[config.mk]
export PLATFORM = sky130hd
export DESIGN_NAME = autoconfig_host
export DESIGN_NICKNAME = d
export VERILOG_FILES = /design/src/rtl/autoconfig_pkg.sv /design/src/rtl/zorro_bus_master.sv /design/src/rtl/autoconfig_host.sv
export SDC_FILE = /design/constraint.sdc
export NUM_CORES = 1
export LEC_CHECK = 0
export BUFFER_PORTS_ARGS = -buffer_cell sky130_fd_sc_hd__buf_4
export CAP_MARGIN = 20
export CORE_ASPECT_RATIO = 0.7
export CORE_MARGIN = 5
export CORE_UTILIZATION = 60
export CTS_CLUSTER_DIAMETER = 100
export DETAILED_ROUTE_END_ITERATION = 10
export PLACE_DENSITY_LB_ADDON = 0.08
export RECOVER_POWER = 25
export SETUP_SLACK_MARGIN = 0.2
export SYNTH_ARGS = -nofsm -noshare
export SYNTH_HDL_FRONTEND = slang
export SYNTH_SLANG_ARGS = --single-unit
[constraint.sdc]
create_clock -name CLK -period 5.8 [get_ports CLK]
set_input_delay 0 -clock CLK [delete_from_list [all_inputs] [get_ports CLK]]
set_output_delay 0 -clock CLK [all_outputs]
set_load 0.01 [all_outputs]
[src/rtl/autoconfig_pkg.sv]
// Shared constants, register map and state types for the Zorro II Autoconfig initiator.
package autoconfig_pkg;

  localparam logic [7:0] CFG_SPACE    = 8'hE8;
  localparam logic [3:0] IO_NIBBLE    = 4'hE;

  localparam logic [7:0] IDX_TYPE     = 8'h00;
  localparam logic [7:0] IDX_SIZE     = 8'h01;
  localparam logic [7:0] IDX_PROD_HI  = 8'h02;
  localparam logic [7:0] IDX_PROD_LO  = 8'h03;
  localparam logic [7:0] IDX_MFG_3    = 8'h08;
  localparam logic [7:0] IDX_MFG_2    = 8'h09;
  localparam logic [7:0] IDX_MFG_1    = 8'h0A;
  localparam logic [7:0] IDX_MFG_0    = 8'h0B;
  localparam logic [7:0] IDX_BASE_HI  = 8'h24;
  localparam logic [7:0] IDX_BASE_LO  = 8'h25;
  localparam logic [7:0] IDX_SHUTUP   = 8'h26;

  typedef enum logic [2:0] {
    S_IDLE, S_READ, S_DECIDE, S_WRITE, S_REPORT, S_FINISH
  } seq_state_e;

  typedef enum logic [2:0] {
    B_IDLE, B_ADDR, B_WAIT, B_HOLD, B_REC
  } bus_state_e;

  function automatic logic [7:0] read_idx(input logic [2:0] n);
    case (n)
      3'd0:    return IDX_TYPE;
      3'd1:    return IDX_SIZE;
      3'd2:    return IDX_PROD_HI;
      3'd3:    return IDX_PROD_LO;
      3'd4:    return IDX_MFG_3;
      3'd5:    return IDX_MFG_2;
      3'd6:    return IDX_MFG_1;
      default: return IDX_MFG_0;
    endcase
  endfunction

  // Zero marks an unsupported size code.
  function automatic logic [4:0] size_units(input logic [2:0] size);
    case (size)
      3'd1:    return 5'd1;
      3'd2:    return 5'd2;
      3'd3:    return 5'd4;
      3'd4:    return 5'd8;
      default: return 5'd0;
    endcase
  endfunction

endpackage

[src/rtl/zorro_bus_master.sv]
// Single Zorro bus cycle engine for the configuration space: one read or write per request.
module zorro_bus_master
  import autoconfig_pkg::*;
#(
  parameter int unsigned TIMEOUT_CYCLES = 64
) (
  input  logic        clk,
  input  logic        rst,
  input  logic        req,
  input  logic        rw,
  input  logic [7:0]  idx,
  input  logic [3:0]  wdata,
  output logic        ack,
  output logic [3:0]  rdata,
  output logic        timeout,
  output logic [22:0] ADDR,
  output logic        AS_n,
  output logic        UDS_n,
  output logic        RW,
  output logic [3:0]  DOUT,
  input  logic [3:0]  DIN,
  input  logic        DTACK
);

  localparam int unsigned TW = $clog2(TIMEOUT_CYCLES + 1);

  bus_state_e    state_q, state_d;
  logic [22:0]   addr_q, addr_d;
  logic          rw_q, rw_d, as_n_q, as_n_d, rec_q, rec_d;
  logic [3:0]    dout_q, dout_d, rdata_q, rdata_d;
  logic [TW-1:0] tcnt_q, tcnt_d;
  logic          ack_q, ack_d, timeout_q, timeout_d;
  logic          launch;

  // A new cycle may start from idle, or straight out of recovery once two
  // strobe-high cycles have passed and the responder has released DTACK.
  assign launch = req && ((state_q == B_IDLE) || (state_q == B_REC && rec_q && !DTACK));

  always_comb begin
    state_d   = state_q;
    addr_d    = addr_q;
    rw_d      = rw_q;
    dout_d    = dout_q;
    as_n_d    = as_n_q;
    rec_d     = rec_q;
    tcnt_d    = tcnt_q;
    rdata_d   = rdata_q;
    ack_d     = 1'b0;
    timeout_d = 1'b0;
    case (state_q)
      B_ADDR: begin
        as_n_d  = 1'b0;
        tcnt_d  = '0;
        state_d = B_WAIT;
      end
      B_WAIT: begin
        if (DTACK) begin
          rdata_d = DIN;
          ack_d   = 1'b1;
          state_d = B_HOLD;
        end else if (tcnt_q == TW'(TIMEOUT_CYCLES - 1)) begin
          timeout_d = 1'b1;
          state_d   = B_HOLD;
        end else begin
          tcnt_d = tcnt_q + TW'(1);
        end
      end
      B_HOLD: begin
        as_n_d  = 1'b1;
        rec_d   = 1'b0;
        state_d = B_REC;
      end
      B_REC: begin
        if (!rec_q)      rec_d   = 1'b1;
        else if (!DTACK) state_d = B_IDLE;
      end
      default: ;
    endcase
    if (launch) begin
      addr_d  = {CFG_SPACE, 7'h00, idx};
      rw_d    = rw;
      dout_d  = rw ? '0 : wdata;
      state_d = B_ADDR;
    end
  end

  always_ff @(posedge clk or posedge rst) begin
    if (rst) begin
      state_q   <= B_IDLE;
      addr_q    <= '0;
      rw_q      <= 1'b1;
      dout_q    <= '0;
      as_n_q    <= 1'b1;
      rec_q     <= 1'b0;
      tcnt_q    <= '0;
      rdata_q   <= '0;
      ack_q     <= 1'b0;
      timeout_q <= 1'b0;
    end else begin
      state_q   <= state_d;
      addr_q    <= addr_d;
      rw_q      <= rw_d;
      dout_q    <= dout_d;
      as_n_q    <= as_n_d;
      rec_q     <= rec_d;
      tcnt_q    <= tcnt_d;
      rdata_q   <= rdata_d;
      ack_q     <= ack_d;
      timeout_q <= timeout_d;
    end
  end

  assign ADDR    = addr_q;
  assign AS_n    = as_n_q;
  assign UDS_n   = as_n_q;
  assign RW      = rw_q;
  assign DOUT    = dout_q;
  assign ack     = ack_q;
  assign rdata   = rdata_q;
  assign timeout = timeout_q;

endmodule

[src/rtl/autoconfig_host.sv]
// Autoconfig sequencer: reads each board's identity, allocates an I/O base or shuts it up, reports.
module autoconfig_host
  import autoconfig_pkg::*;
#(
  parameter int unsigned TIMEOUT_CYCLES = 64,
  parameter int unsigned MAX_BOARDS     = 4,
  parameter logic [3:0]  BASE_FIRST     = 4'h9,
  localparam int unsigned BCW           = $clog2(MAX_BOARDS + 1)
) (
  input  logic           CLK,
  input  logic           RESET,
  input  logic           start,
  output logic [22:0]    ADDR,
  output logic           AS_n,
  output logic           UDS_n,
  output logic           RW,
  output logic [3:0]     DOUT,
  input  logic [3:0]     DIN,
  input  logic           DTACK,
  output logic           CFGOUT_n,
  output logic           busy,
  output logic           done,
  output logic           error,
  output logic [BCW-1:0] board_count,
  output logic           cfg_valid,
  output logic [15:0]    cfg_mfg,
  output logic [7:0]     cfg_prod,
  output logic [7:0]     cfg_base,
  output logic           cfg_shutup
);

  seq_state_e     state_q, state_d;
  logic [2:0]     rd_cnt_q, rd_cnt_d;
  logic [1:0]     type_q, type_d;
  logic [2:0]     size_q, size_d;
  logic [7:0]     prod_q, prod_d;
  logic [15:0]    mfg_q, mfg_d;
  logic [4:0]     next_free_q, next_free_d, alloc_end_q, alloc_end_d;
  logic [3:0]     base_q, base_d;
  logic           fit_q, fit_d, wr_step_q, wr_step_d;
  logic           busy_q, busy_d, done_q, done_d, error_q, error_d;
  logic [BCW-1:0] count_q, count_d;
  logic           valid_q, valid_d, shutup_q, shutup_d;
  logic [15:0]    rmfg_q, rmfg_d;
  logic [7:0]     rprod_q, rprod_d, rbase_q, rbase_d;

  logic       req, rw, ack, timeout;
  logic [7:0] idx;
  logic [3:0] wdata, rdata, nib;
  logic [4:0] units, base;

  zorro_bus_master #(.TIMEOUT_CYCLES(TIMEOUT_CYCLES)) u_bus (
    .clk(CLK), .rst(RESET), .req(req), .rw(rw), .idx(idx), .wdata(wdata),
    .ack(ack), .rdata(rdata), .timeout(timeout),
    .ADDR(ADDR), .AS_n(AS_n), .UDS_n(UDS_n), .RW(RW), .DOUT(DOUT),
    .DIN(DIN), .DTACK(DTACK)
  );

  assign nib   = (rd_cnt_q == 3'd0) ? rdata : ~rdata;
  assign units = size_units(size_q);
  assign base  = (next_free_q + units - 5'd1) & ~(units - 5'd1);

  always_comb begin
    state_d = state_q;  rd_cnt_d = rd_cnt_q;  type_d = type_q;  size_d = size_q;
    prod_d = prod_q;  mfg_d = mfg_q;  next_free_d = next_free_q;  alloc_end_d = alloc_end_q;
    base_d = base_q;  fit_d = fit_q;  wr_step_d = wr_step_q;  busy_d = busy_q;
    done_d = done_q;  error_d = error_q;  count_d = count_q;  valid_d = 1'b0;
    shutup_d = shutup_q;  rmfg_d = rmfg_q;  rprod_d = rprod_q;  rbase_d = rbase_q;
    req = 1'b0;  rw = 1'b1;  idx = read_idx(rd_cnt_q);  wdata = '0;
    case (state_q)
      S_IDLE: if (start) begin
        state_d = S_READ;  busy_d = 1'b1;  done_d = 1'b0;  error_d = 1'b0;
        count_d = '0;  rd_cnt_d = '0;  next_free_d = {1'b0, BASE_FIRST};
      end
      S_READ: begin
        req = 1'b1;
        if (ack) begin
          case (rd_cnt_q)
            3'd0: type_d = nib[3:2];
            3'd1: size_d = nib[2:0];
            3'd2: prod_d[7:4] = nib;
            3'd3: prod_d[3:0] = nib;
            3'd4: mfg_d[15:12] = nib;
            3'd5: mfg_d[11:8] = nib;
            3'd6: mfg_d[7:4] = nib;
            default: mfg_d[3:0] = nib;
          endcase
          rd_cnt_d = rd_cnt_q + 3'd1;
          if (rd_cnt_q == 3'd7) state_d = S_DECIDE;
        end else if (timeout) begin
          // Silence on the type read means the chain is exhausted, not a fault.
          error_d = (rd_cnt_q != 3'd0);
          state_d = S_FINISH;
        end
      end
      S_DECIDE: begin
        fit_d = (type_q == 2'b11) && (units != 5'd0) &&
                ({1'b0, base} + {1'b0, units} <= 6'd16);
        base_d      = base[3:0];
        alloc_end_d = base + units;
        wr_step_d   = 1'b0;
        state_d     = S_WRITE;
      end
      S_WRITE: begin
        req = 1'b1;
        rw  = 1'b0;
        if (!fit_q)         idx = IDX_SHUTUP;
        else if (wr_step_q) begin idx = IDX_BASE_HI; wdata = IO_NIBBLE; end
        else                begin idx = IDX_BASE_LO; wdata = base_q;    end
        if (ack) begin
          if (fit_q && !wr_step_q) begin
            wr_step_d = 1'b1;
          end else begin
            state_d  = S_REPORT;
            valid_d  = 1'b1;
            count_d  = count_q + BCW'(1);
            rmfg_d   = mfg_q;
            rprod_d  = prod_q;
            shutup_d = !fit_q;
            rbase_d  = fit_q ? {IO_NIBBLE, base_q} : '0;
            if (fit_q) next_free_d = alloc_end_q;
          end
        end else if (timeout) begin
          error_d = 1'b1;
          state_d = S_FINISH;
        end
      end
      S_REPORT: state_d = (count_q == BCW'(MAX_BOARDS)) ? S_FINISH : S_READ;
      S_FINISH: begin
        done_d  = 1'b1;
        busy_d  = 1'b0;
        state_d = S_IDLE;
      end
      default: state_d = S_IDLE;
    endcase
  end

  always_ff @(posedge CLK or posedge RESET) begin
    if (RESET) begin
      state_q <= S_IDLE;  rd_cnt_q <= '0;  type_q <= '0;  size_q <= '0;
      prod_q <= '0;  mfg_q <= '0;  next_free_q <= {1'b0, BASE_FIRST};  alloc_end_q <= '0;
      base_q <= '0;  fit_q <= 1'b0;  wr_step_q <= 1'b0;  busy_q <= 1'b0;
      done_q <= 1'b0;  error_q <= 1'b0;  count_q <= '0;  valid_q <= 1'b0;
      shutup_q <= 1'b0;  rmfg_q <= '0;  rprod_q <= '0;  rbase_q <= '0;
    end else begin
      state_q <= state_d;  rd_cnt_q <= rd_cnt_d;  type_q <= type_d;  size_q <= size_d;
      prod_q <= prod_d;  mfg_q <= mfg_d;  next_free_q <= next_free_d;  alloc_end_q <= alloc_end_d;
      base_q <= base_d;  fit_q <= fit_d;  wr_step_q <= wr_step_d;  busy_q <= busy_d;
      done_q <= done_d;  error_q <= error_d;  count_q <= count_d;  valid_q <= valid_d;
      shutup_q <= shutup_d;  rmfg_q <= rmfg_d;  rprod_q <= rprod_d;  rbase_q <= rbase_d;
    end
  end

  assign CFGOUT_n    = ~busy_q;
  assign busy        = busy_q;
  assign done        = done_q;
  assign error       = error_q;
  assign board_count = count_q;
  assign cfg_valid   = valid_q;
  assign cfg_mfg     = rmfg_q;
  assign cfg_prod    = rprod_q;
  assign cfg_base    = rbase_q;
  assign cfg_shutup  = shutup_q;

endmodule
; ---- Word level (Yosys, flattened, before mapping)
; Index checks and enable logic that the tools add are counted.
[op_classes]
add_sub_neg = 8
order_cmp = 1
eq_ne = 40
mux = 62
bitwise_logic = 6
n_reduce_logical = 45
[op_table]
columns = op, count
row1 = $mux W3, 16
row2 = $reduce_and A3 Y1, 13
row3 = $pmux W4 S7, 1
row4 = $eq A3 B3 Y1 const B, 9
row5 = $eq A3 B2 Y1 const B, 8
row6 = $mux W5, 4
row7 = $mux W1, 19
row8 = $mux W4, 4
row9 = $ne A2 B2 Y1 const B, 8
row10 = $pmux W4 S4, 1
row11 = $pmux W3 S5, 1
row12 = $mux W7, 2
row13 = $pmux W7 S2, 1
row14 = $reduce_bool A2 Y1, 7
row15 = $eq A3 B1 Y1 const B, 4
row16 = $pmux W3 S2, 2
row17 = $pmux W3 S4, 1
row18 = $add A5 B5 Y5, 2
row19 = $pmux W1 S2, 5
row20 = $pmux W5 S2, 1
row21 = $reduce_bool A5 Y1, 2
row22 = $sub A5 B1 Y5 const B, 2
row23 = $logic_not A3 Y1, 3
row24 = $mux W8, 1
row25 = other kinds (28), 45
[word_totals]
reg_bits = 123
inputBits = 8
out_inout_bits = 71
wordCells = 196

; ---- Depth between registers and ports, before layout
[depth]
depth_word = 8
mapped_depth = 16
ltp_nobuf = 13

; ---- Hierarchy
; From an unflattened synthesis, not the netlist that was laid out.
[unflattened]
cells_unflattened = 579
area_unflattened_um2 = 5800.6
[by_module_without_submodules]
columns = mod, n_inst, cells_per_inst, area_per_inst_um2, seq_area_each_um2
row1 = autoconfig_host, 1, 449, 4296.6, 2204.6
row2 = zorro_bus_master, 1, 130, 1503.9, 803.3

; ---- Worst setup path before layout
; No wires, ideal clock.
[synth_path]
path_type = register -> register
startpoint = register size_q[0]
endpoint = register fit_q
setup_time_ns = 0.132
arrival_time_ns = 3.223
t_required_ns = 5.668
slack_ns = 2.445
stages_incl_launch_ff = 16
path_buffers = 2
synth_period_minus_slack_ns = 3.355
path_cell_list = dfrtp_1 -> or3b_1 -> buf_6 -> ha_1 -> inv_1 -> ha_1 -> fa_1 -> xnor2_1 -> a21oi_1 -> ha_1 -> buf_2 -> nand2_1 -> o311ai_2 -> nor2_1 -> a311oi_1 -> a211oi_1
[synth_between]
elab_chain_len = 8
elab_cells_between_ends = 15
classes_between = add/sub (4) / order compare (1) / eq/ne (4) / mux (1) / bitwise (2) / reduce/logical (3)
[synth_rtl]
columns = element, line_no
row1 = start: declaration, autoconfig_host.sv:35  ; logic [2:0] size_q, size_d;
row2 = start signal: assignment, autoconfig_host.sv:146  ; state_q <= state_d; rd_cnt_q <= rd_cnt_d; type_q <= type_d; size_q <= size_d;
row3 = $eq A3 B3 Y1 (tied with other cells), autoconfig_pkg.sv:42  ; case (size)
row4 = $pmux W4 S4 *, autoconfig_pkg.sv:42
row5 = $add A5 B5 Y5 or $sub A5 B1 Y5 (tied branches), autoconfig_host.sv:61  ; assign base = (next_free_q + units - 5'd1) & ~(units - 5'd1);
row6 = $sub A5 B1 Y5 or $not A5 Y5 (tied branches), autoconfig_host.sv:61
row7 = $and A5 B5 Y5 *, autoconfig_host.sv:61
row8 = net base[3], autoconfig_host.sv:50  ; logic [4:0] units, base;
row9 = $add A5 B5 Y6 *, autoconfig_host.sv:98  ; ({1'b0, base} + {1'b0, units} <= 6'd16);
row10 = $le A6 B5 Y1 *, autoconfig_host.sv:98
row11 = $logic_and A1 B1 Y1 *, autoconfig_host.sv:97  ; fit_d = (type_q == 2'b11) && (units != 5'd0) &&
row12 = end signal: assignment, autoconfig_host.sv:148  ; base_q <= base_d; fit_q <= fit_d; wr_step_q <= wr_step_d; busy_q <= busy_d;
row13 = end: declaration, autoconfig_host.sv:40  ; logic fit_q, fit_d, wr_step_q, wr_step_d;
; The timed path passes the listed nets; every way through them passes the cells marked *.
; A chain may end at the register's enable or synchronous reset.

; ---- Final worst setup path
; Ends and elaborated chain as after synthesis.

==> impl_metrics.env <==
export IMPL_outcome="complete, but fails checks"
export IMPL_violations="capacitance limit, slew limit"
export IMPL_grt_overflow=0
export IMPL_n_antenna_cell=0
export IMPL_clk_pin_slew_ps=50
export IMPL_mostFrequentLayoutCell="nand2_1"
export IMPL_critPathMaxFanout=9
export IMPL_firstDrtPassIters=5
export IMPL_port_buffers=63
export IMPL_dp_hpwl_microns=8481
export IMPL_clock_path_buffers=2
export IMPL_peakVddDrop_v=0.0003104
export IMPL_drc=0
export IMPL_r2r_end="fit_q"
export IMPL_finalMaxSlewViolations=51
export IMPL_grt_total_usage_pct=21.94
export IMPL_grt_setup_unrepaired="false"
export IMPL_ys_ff_latch=116
export IMPL_die_x_microns=126.2
export IMPL_dieHeight_microns=91.32
export IMPL_reg2reg_depth=13
export IMPL_finalHoldViolations=0
export IMPL_grt_pass1_wl_microns=20200
export IMPL_cts_tree="yes"
export IMPL_slowest_stage="or3b_1"
export IMPL_core_area_sq_um=9144
export IMPL_cpLargestDelayFamily="adder cells"
export IMPL_rows=29
export IMPL_multiInputGateArea_sq_um=2435
export IMPL_synth_edf_count=0
export IMPL_wl_per_cell_microns=15.58
export IMPL_fin_setup_tns_ps=0
export IMPL_fillCellCount=694
export IMPL_area_sequential_sq_um=2908
export IMPL_power_leakage_nw=3.261
export IMPL_worstPathArrival_ps=4030
export IMPL_endpoint_kind="flop"
export IMPL_worstPathRequired_ps=6080
export IMPL_clkLatencyLatePin_ps=410
export IMPL_ff2ff_setup_slack_ps=2060
export IMPL_synth_distinct_cells=60
export IMPL_period_share_pct=64.52
export IMPL_layout_common_cells="nand2_1 (142), dfrtp_1 (112), buf_4 (41)"
export IMPL_cp_depth=13
export IMPL_syn2layout_area_growth_pct=16.09
export IMPL_ys_seq_area_share_pct=51.30
export IMPL_fmax_mhz=267.2
export IMPL_htree_levels=4
export IMPL_maxCapViolCount=1
export IMPL_ios=79
export IMPL_power_density_nw_per_um2=504.9
export IMPL_pre_cts_ws_ps=2124
export IMPL_ys_flop_type="dfrtp_1"
export IMPL_yosys_warnings=0
export IMPL_cp_common_cell="ha_1"
export IMPL_routabilityCongestion=0.9410
export IMPL_crit_type="reg -> reg"
export IMPL_vias=4260
export IMPL_dieArea_sq_um=11520
export IMPL_first_iter_violations=277
export IMPL_drive_above_1_share_pct=14.40
export IMPL_setup_viol_count_final=0
export IMPL_viasPerCell=5.483
export IMPL_slew_headroom_pct=-51.04
export IMPL_cts_sinks=116
export IMPL_initial_core_util_pct=61.99
export IMPL_cts_buffers=17
export IMPL_min_to="u_bus.rdata[0]"
export IMPL_syn_inst=586
export IMPL_cts_resized_gates=0
export IMPL_post_cts_setup_buffers=0
export IMPL_antenna_found_initial=0
export IMPL_worstReg2RegStart="size_q[0]"
export IMPL_worst_path_buf_inv=1
export IMPL_hold_class="in -> reg"
export IMPL_worst_pin_slew_ps=2253
export IMPL_period_minus_slack_ps=3742
export IMPL_ys_async_sr_fraction_pct=100.0
export IMPL_start_kind="flop"
export IMPL_grt_pass1_vias=4096
export IMPL_min_delay_start="DIN[0]"
export IMPL_final_nets=670
export IMPL_crit_chain="or3b_1 -> ha_1 -> inv_1 -> ha_1 -> fa_1 -> xnor2_1 -> a21oi_1 -> ha_1 -> nand2_1 -> o311ai_2 -> nor2_1 -> a311oi_1 -> a211oi_1"
export IMPL_avgSynthCellArea_sq_um=9.672
export IMPL_drt_wl_total_microns=12100
export IMPL_grt_max_degree=68
export IMPL_antenna_left=0
export IMPL_hold_path_depth=4
export IMPL_cts_root_buf="clkbuf_16"
export IMPL_fin_skew_ps=6.805
export IMPL_slowest_delay_ps=560
export IMPL_layout_setup_ws_ps=2058
export IMPL_synth_area_sq_um=5668
## worst max-delay path by stage
stage	slack, ps	startpoint	to
4_1_cts	2120	size_q[0]	fit_q
2_1_floorplan	2450	size_q[0]	fit_q
5_1_grt	1870	size_q[0]	fit_q
3_5_place_dp	2120	size_q[0]	fit_q
3_3_place_gp	2240	size_q[0]	fit_q
6_report	2060	size_q[0]	fit_q
## power by group
group | internal (W) | total [W] | switching [W]
combinational | 0.000499 | 0.00118 | 0.000680
sequential | 0.00103 | 0.00124 | 0.000205
clock | 0.000557 | 0.000907 | 0.000351
total | 0.00209 | 0.00332 | 0.00124
## what timing repair did
item | 4_1_cts | 5_1_grt
hold endpoints to repair | 55 | 0
endpoints found under the setup margin | 0 | 0
hold buffers | 7 | 0
## Yosys cell counts (5+ instances only)
cell | count | share of area [%]
o21ai_1 | 16 | 1.4
nor2_1 | 35 | 2.3
buf_2 | 5 | 0.44
mux2_2 | 6 | 1.2
buf_4 | 23 | 3.0
o31ai_1 | 5 | 0.66
a21oi_1 | 21 | 1.9
inv_1 | 21 | 1.4
clkbuf_1 | 17 | 1.1
xnor2_1 | 15 | 2.3
a211oi_1 | 7 | 0.93
o21ai_0 | 13 | 1.1
dfrtp_1 | 112 | 49
nand2_1 | 142 | 9.4
ha_1 | 20 | 4.4
nand2b_1 | 9 | 0.99
nand3_1 | 18 | 1.6
mux2_1 | 18 | 3.6
and3_1 | 5 | 0.55
nor2b_1 | 5 | 0.55
## tightest hold or removal path, cell delays in order
cell           delay, ps
dlygate4sd3_1        530
buf_4                100
nand2_1               40
nand2_1               40
## metrics by stage
step | util, % | instance area (sq um) | cells | total power [W] | hold WS (ps)
CTS | 72.92 | 6668 | 777 | 0.003353 | 272.3
detailed placement | 66.48 | 6078 | 739 | 0.002431 | 141.9
finish | 71.96 | 6580 | 777 | 0.003322 | 339.6
floorplan | - | 5720 | 600 | 0.002105 | 71.04
global route | 71.96 | 6580 | 777 | 0.003560 | 357.7
global placement | 66.48 | 6078 | 739 | 0.002384 | 136.0
## routing by layer
| layer | wire (microns) | vias to the layer above | global-route usage, % | share of wire (%) |
|---|---|---|---|---|
| met5 | 0 | - | 0 | 0 |
| met4 | 206 | 0 | 9.375 | 1.7 |
| met3 | 860 | 20 | 4.457 | 7.1 |
| met2 | 5200 | 141 | 31.95 | 43 |
| met1 | 5834 | 2053 | 32.19 | 48 |
| li1 | - | 2046 | - | - |
## logic make-up (layout without fill, tap and decap cells)
kind of cell,count (synthesis),count (layout),share of synthesized area (%)
and+or+nand+nor,241,241,18.79
xor gates and xnor gates,17,17,2.627
adders and majority gates,21,21,4.768
muxes,25,25,4.945
AOI/OAI and AO/OA,91,91,10.84
buffers and inverters,74,127,6.667
DFF,116,116,51.30
other,1,15,0.06616
## sequential cells by signal (all words and copies together) (netlist names), 5 cells and up
name / flops
alloc_end_q: 5
cfg_base: 5
cfg_mfg: 16
cfg_prod: 8
mfg_q: 16
next_free_q: 5
prod_q: 8
u_bus.ADDR: 5
u_bus.tcnt_q: 7
## area by class of cell
class	instances	share of cell area, %
multi-input cells	410	37.00
clock buffers	20	6.940
flip-flops and latches	116	44.19
well taps	124	2.358
inverters	24	1.388
clock inverters	11	0.9508
repair buffers	72	7.169
No activity file was read; power rests on OpenSTA's default activity.
